===== config.mk =====
export PLATFORM = sky130hd
export DESIGN_NAME = icache_dm
export DESIGN_NICKNAME = d
export VERILOG_FILES = /design/src/rtl/icache_dm.sv
export SDC_FILE = /design/constraint.sdc
export NUM_CORES = 2
export LEC_CHECK = 0
export CAP_MARGIN = 20
export CORE_MARGIN = 2
export CORE_UTILIZATION = 60
export CTS_BUF_LIST = sky130_fd_sc_hd__clkbuf_8 sky130_fd_sc_hd__clkbuf_16
export DETAILED_ROUTE_END_ITERATION = 12
export GPL_TIMING_DRIVEN = 0
export PLACE_DENSITY_LB_ADDON = 0.08
export SLEW_MARGIN = 40
export SYNTH_ARGS = -nofsm -noshare
export SYNTH_HDL_FRONTEND = slang
export SYNTH_MEMORY_MAX_BITS = 65536
export SYNTH_SLANG_ARGS = --single-unit

===== constraint.sdc =====
create_clock -name clk -period 12.6 [get_ports clk]
set_input_delay 1.26 -clock clk [delete_from_list [all_inputs] [get_ports clk]]
set_output_delay 1.26 -clock clk [all_outputs]
set_load 0.05 [all_outputs]

===== src/rtl/icache_dm.sv =====
// Direct-mapped read-only instruction cache: 2^INDEX_BITS lines of four 16-bit words.
// Define ICACHE_STATS_EN to add saturating hit/miss counters (hit_cnt, miss_cnt).
module icache_dm #(
  parameter int INDEX_BITS = 6
) (
  input  logic        clk,
  input  logic        rst,
  input  logic [15:0] i_addr,
  input  logic        inv,
  output logic        i_hit,
  output logic [15:0] instr,
  output logic        mem_rd,
  output logic [15:0] mem_addr,
  input  logic        mem_rdy,
  input  logic [63:0] mem_data
`ifdef ICACHE_STATS_EN
  ,
  output logic [15:0] hit_cnt,
  output logic [15:0] miss_cnt
`endif
);

  localparam int TAG_BITS = 14 - INDEX_BITS;
  localparam int LINES    = 1 << INDEX_BITS;

  typedef enum logic [0:0] {
    IDLE   = 1'b0,
    REFILL = 1'b1
  } state_t;

  state_t state_r;
  state_t state_nxt_s;

  logic [LINES-1:0]    valid_r;
  logic [TAG_BITS-1:0] tag_ram [LINES];
  logic [63:0]         data_ram [LINES];
  logic [13:0]         miss_line_r;

  logic [INDEX_BITS-1:0] idx_s;
  logic [TAG_BITS-1:0]   tag_s;
  logic [1:0]            off_s;
  logic [INDEX_BITS-1:0] fill_idx_s;
  logic [TAG_BITS-1:0]   fill_tag_s;
  logic                  lookup_s;
  logic [15:0]           word_s;
  logic                  fill_s;
  logic                  start_miss_s;

  assign idx_s        = i_addr[INDEX_BITS+1:2];
  assign tag_s        = i_addr[15:INDEX_BITS+2];
  assign off_s        = i_addr[1:0];
  assign fill_idx_s   = miss_line_r[INDEX_BITS-1:0];
  assign fill_tag_s   = miss_line_r[13:INDEX_BITS];
  assign lookup_s     = valid_r[idx_s] && (tag_ram[idx_s] == tag_s);
  assign word_s       = data_ram[idx_s][{off_s, 4'b0000} +: 16];
  assign fill_s       = (state_r == REFILL) && mem_rdy;
  assign start_miss_s = (state_r == IDLE) && (state_nxt_s == REFILL);
  assign mem_addr     = {miss_line_r, 2'b00};

  // State register
  always_ff @(posedge clk) begin
    if (rst) begin
      state_r <= IDLE;
    end else begin
      state_r <= state_nxt_s;
    end
  end

  // Next-state logic: a miss with inv low starts a refill; mem_rdy ends it
  always_comb begin
    state_nxt_s = state_r;
    case (state_r)
      IDLE: begin
        if (!i_hit && !inv) begin
          state_nxt_s = REFILL;
        end else begin
          state_nxt_s = IDLE;
        end
      end
      REFILL: begin
        if (mem_rdy) begin
          state_nxt_s = IDLE;
        end else begin
          state_nxt_s = REFILL;
        end
      end
      default: state_nxt_s = IDLE;
    endcase
  end

  // Output logic: lookup is only live in IDLE, and instr is zero without a hit
  always_comb begin
    i_hit  = 1'b0;
    instr  = 16'h0000;
    mem_rd = 1'b0;
    case (state_r)
      IDLE: begin
        i_hit = lookup_s && !inv;
        if (i_hit) begin
          instr = word_s;
        end else begin
          instr = 16'h0000;
        end
      end
      REFILL: mem_rd = 1'b1;
      default: begin
        i_hit  = 1'b0;
        mem_rd = 1'b0;
      end
    endcase
  end

  // Valid bits: inv wins over a fill landing on the same edge
  always_ff @(posedge clk) begin
    if (rst) begin
      valid_r <= {LINES{1'b0}};
    end else if (inv) begin
      valid_r <= {LINES{1'b0}};
    end else if (fill_s) begin
      valid_r[fill_idx_s] <= 1'b1;
    end
  end

  // Latched miss line, held stable for the whole refill
  always_ff @(posedge clk) begin
    if (rst) begin
      miss_line_r <= 14'h0000;
    end else if (start_miss_s) begin
      miss_line_r <= i_addr[15:2];
    end
  end

  // Tag and data arrays are not reset; validity is tracked separately
  always_ff @(posedge clk) begin
    if (fill_s && !rst) begin
      tag_ram[fill_idx_s]  <= fill_tag_s;
      data_ram[fill_idx_s] <= mem_data;
    end
  end

`ifdef ICACHE_STATS_EN
  // Saturating statistics counters
  always_ff @(posedge clk) begin
    if (rst) begin
      hit_cnt  <= 16'h0000;
      miss_cnt <= 16'h0000;
    end else begin
      if (i_hit && (hit_cnt != 16'hFFFF)) begin
        hit_cnt <= hit_cnt + 16'h0001;
      end
      if (start_miss_s && (miss_cnt != 16'hFFFF)) begin
        miss_cnt <= miss_cnt + 16'h0001;
      end
    end
  end
`endif

endmodule

==> metrics.yaml <==
outcome:
  outcome: "complete, no violations"
clocking:
  post_cts_buffers: 0
  htreeDepth: 5
  ctsResizeCount: 0
  cts-hold-fix-buffers: 0
  clock_sinks: 4687
  numCtsBuffers: 459
  root_buffer: "clkbuf_16"
  cts_tree: "yes"
  insertion_delay_ns: 0.99
  clk_pin_slew_ns: 0.06
  cts_buffer_depth: 4
floorplan:
  initial_core_util: 0.603
  die_area_um2: 302000
  coreArea_um2: 297000
  io-pin-count: 118
  die_y_um: 550
  rows: 200
  die_x_um: 550
global_route:
  grt_pass1_vias: 88163
  met1_usage: 0.503
  grt_usage: 0.368
  grtUsageMet3: 0.104
  use_met2: 0.553
  grt_max_degree: 67
  antenna_found_initial: 47
  gr-total-overflow: 0
  grt_pass1_wl_um: 741000
  grt-busiest-layer: "met2"
critical_path:
  criticalPathCategory: "in -> out"
  end_kind: "output port"
  r2r_start: "miss_line_r[2]"
  critical_path.endpoint: "instr[5]"
  rr_endpoint: "data_ram[6][36]"
  ff2ff_setup_slack_ns: 8.70
  ff2ff_path_depth: 11
  start_kind: "primary input"
  crit_path_start: "i_addr[3]"
  crit_arrival_ns: 7.85
  cp_max_fo: 10
  required_ns: 11.34
power_and_ir_drop:
  p_per_area_nw_per_um2: 154
  intPower_uw: 25600
  p_leak_uw: 0.0682
  p_sw_uw: 7100
  finalPower_uw: 32700
  ir_drop_mv: 0.135
  pwr-share-seq: 0.525
  combPwrFrac: 0.057
  pwr-share-clk: 0.419
  switching_share: 0.217
routing:
  viasPerCell: 7.15
  via_count: 90744
  drt_iter0_markers: 16201
  routed_wirelength_um: 549000
  antenna_left: 0
  first_pass_iters: 10
  wl_per_cell_um: 43.3
  drc: 0
yosys:
  synthFlopType: "edfxtp_1"
  synthCells: 7211
  synth-edff-count: 4608
  yosys_register_bits: 4687
  yosys_warnings: 0
  synth_cell_type_count: 62
  syn-cell-area_um2: 179000
  avgSynthCellArea_um2: 24.8
  seq_area_frac_synth: 0.783
  ys_async_sr_fraction: 0
layout:
  area_delta_synth_final_pct: 18.9
  final_core_util: 0.717
  finalNonFillerCells: 12685
  layout-drive-gt1-share: 0.358
  layout.nets: 8409
  final_common_cell: "edfxtp_1"
  layout_common_cells: "edfxtp_1 (4608), mux4_2 (1452), clkbuf_16 (463), buf_16 (296), buf_2 (171)"
placed_design:
  place.port_buffers: 109
  dp_hpwl_um: 384000
  dp.cells: 11801
  gp_congestion: 0.879
timing:
  hold_viol_final: 0
  fmax_mhz: 110
  fin_crit_sh: 0.723
  worst_slew_pin_slew_ns: 1.10
  tns_ns: 0
  fin_skew_ns: 0.0431
  finalCriticalPeriod_ns: 9.11
  setup_viol: 0
  maxSlewViolCount: 0
  slew_headroom: 0.263
  rsz0062_at_grt: "false"
worst_hold_path:
  hold_class: "reg -> reg"
job:
  drv_cap: 0
==> through the flow <==
stage,area [um^2],worst slack [ns],hold slack (ns)
6_report,213000,3.49,0.471
5_1_grt,212000,3.80,0.502
4_1_cts,212000,3.95,0.477
3_5_place_dp,197000,4.07,0.458
3_3_place_gp,185000,0.576,0.443
2_1_floorplan,179000,6.88,0.431
==> layer usage <==
metal	vias to the layer above	wire length [um]
met5	-	133
met4	20	33300
met3	1355	74200
met2	7359	253000
met1	48341	188000
li1	33669	-
==> state kept, by name (all words and copies together), names as in the netlist <==
| register | flops |
|---|---|
| data_ram | 4096 |
| miss_line_r | 14 |
| state_r | 1 |
| tag_ram | 512 |
| valid_r | 64 |
==> worst max-delay path: stages <==
cell,delay [ns]
buf_2,0.26
buf_2,0.34
buf_2,0.65
buf_2,0.73
clkbuf_1,0.77
nor3_1,0.19
nor4_1,0.55
nand4_1,0.35
xnor2_1,0.25
o2111a_1,0.31
nand4b_4,0.51
nor2b_1,0.71
clkdlybuf4s50_1,0.93
==> Yosys cell counts (3+ instances only) <==
master	instances	area, um^2
a21oi_1	80	400
a221o_1	3	30.0
a221oi_1	4	35.0
a22oi_1	31	233
a311oi_1	4	35.0
a31oi_1	9	56.3
and2_1	3	18.8
and3_1	8	50.1
buf_1	53	199
buf_2	142	711
buf_4	13	97.6
buf_6	7	78.8
clkbuf_1	179	672
dfxtp_1	79	1580
edfxtp_1	4608	138000
inv_1	5	18.8
mux2_2	12	135
mux2i_1	121	1210
mux4_2	1452	32700
nand2_1	52	195
nand2b_1	40	250
nand3_1	29	145
nand4_1	13	81.3
nor2_1	158	593
nor2b_1	28	175
nor3_1	14	70.1
nor3b_1	3	22.5
o2111ai_1	4	35.0
o211ai_1	4	30.0
o21ai_0	4	20.0
or2_2	3	18.8
or3_1	3	18.8
xnor2_1	4	35.0
xor2_1	5	43.8
==> logic make-up (layout without fill, tap and decap cells) <==
| logic type | after synthesis | in the layout | share of synthesized area |
|---|---|---|---|
| flops | 4687 | 4687 | 0.783 |
| mux | 1587 | 1587 | 0.191 |
| buf+inv | 401 | 1907 | 0.00999 |
| simple gates | 363 | 363 | 0.00966 |
| compound gates | 163 | 163 | 0.00592 |
| xor+xnor | 9 | 9 | 0.000441 |
| other cells | 1 | 30 | 0.0000210 |
==> power by group through the flow <==
stage,clock network [uW],logic (uW),registers (uW)
after floorplan,0,834,17500
after global placement,0,1660,17500
after detailed placement,0,1800,17500
after CTS,13700,1810,17100
after global routing,14300,1880,17100
final,13700,1850,17100
==> worst min path at each step <==
stage	start	endpoint	slack [ns]	cells past startpoint
floorplan	valid_r[14]	valid_r[14]	0.43	2
global placement	valid_r[2]	valid_r[2]	0.44	2
detailed placement	valid_r[54]	valid_r[54]	0.46	2
CTS	valid_r[35]	valid_r[35]	0.48	2
global route	valid_r[54]	valid_r[54]	0.50	2
finish	valid_r[40]	valid_r[40]	0.47	2
==> layout make-up <==
type                    count  area (um^2)
diodes                     28         70.1
plain buffers             394         1980
clock buffers             464        11600
clock inverters           390         3340
fillers                 16649        84000
inverters                   7         26.3
multi-input cells        2124        37500
flip-flops and latches   4687       140000
well taps                3939         4930
repair buffers            652        13100
No activity file was read; power rests on OpenSTA's default activity.
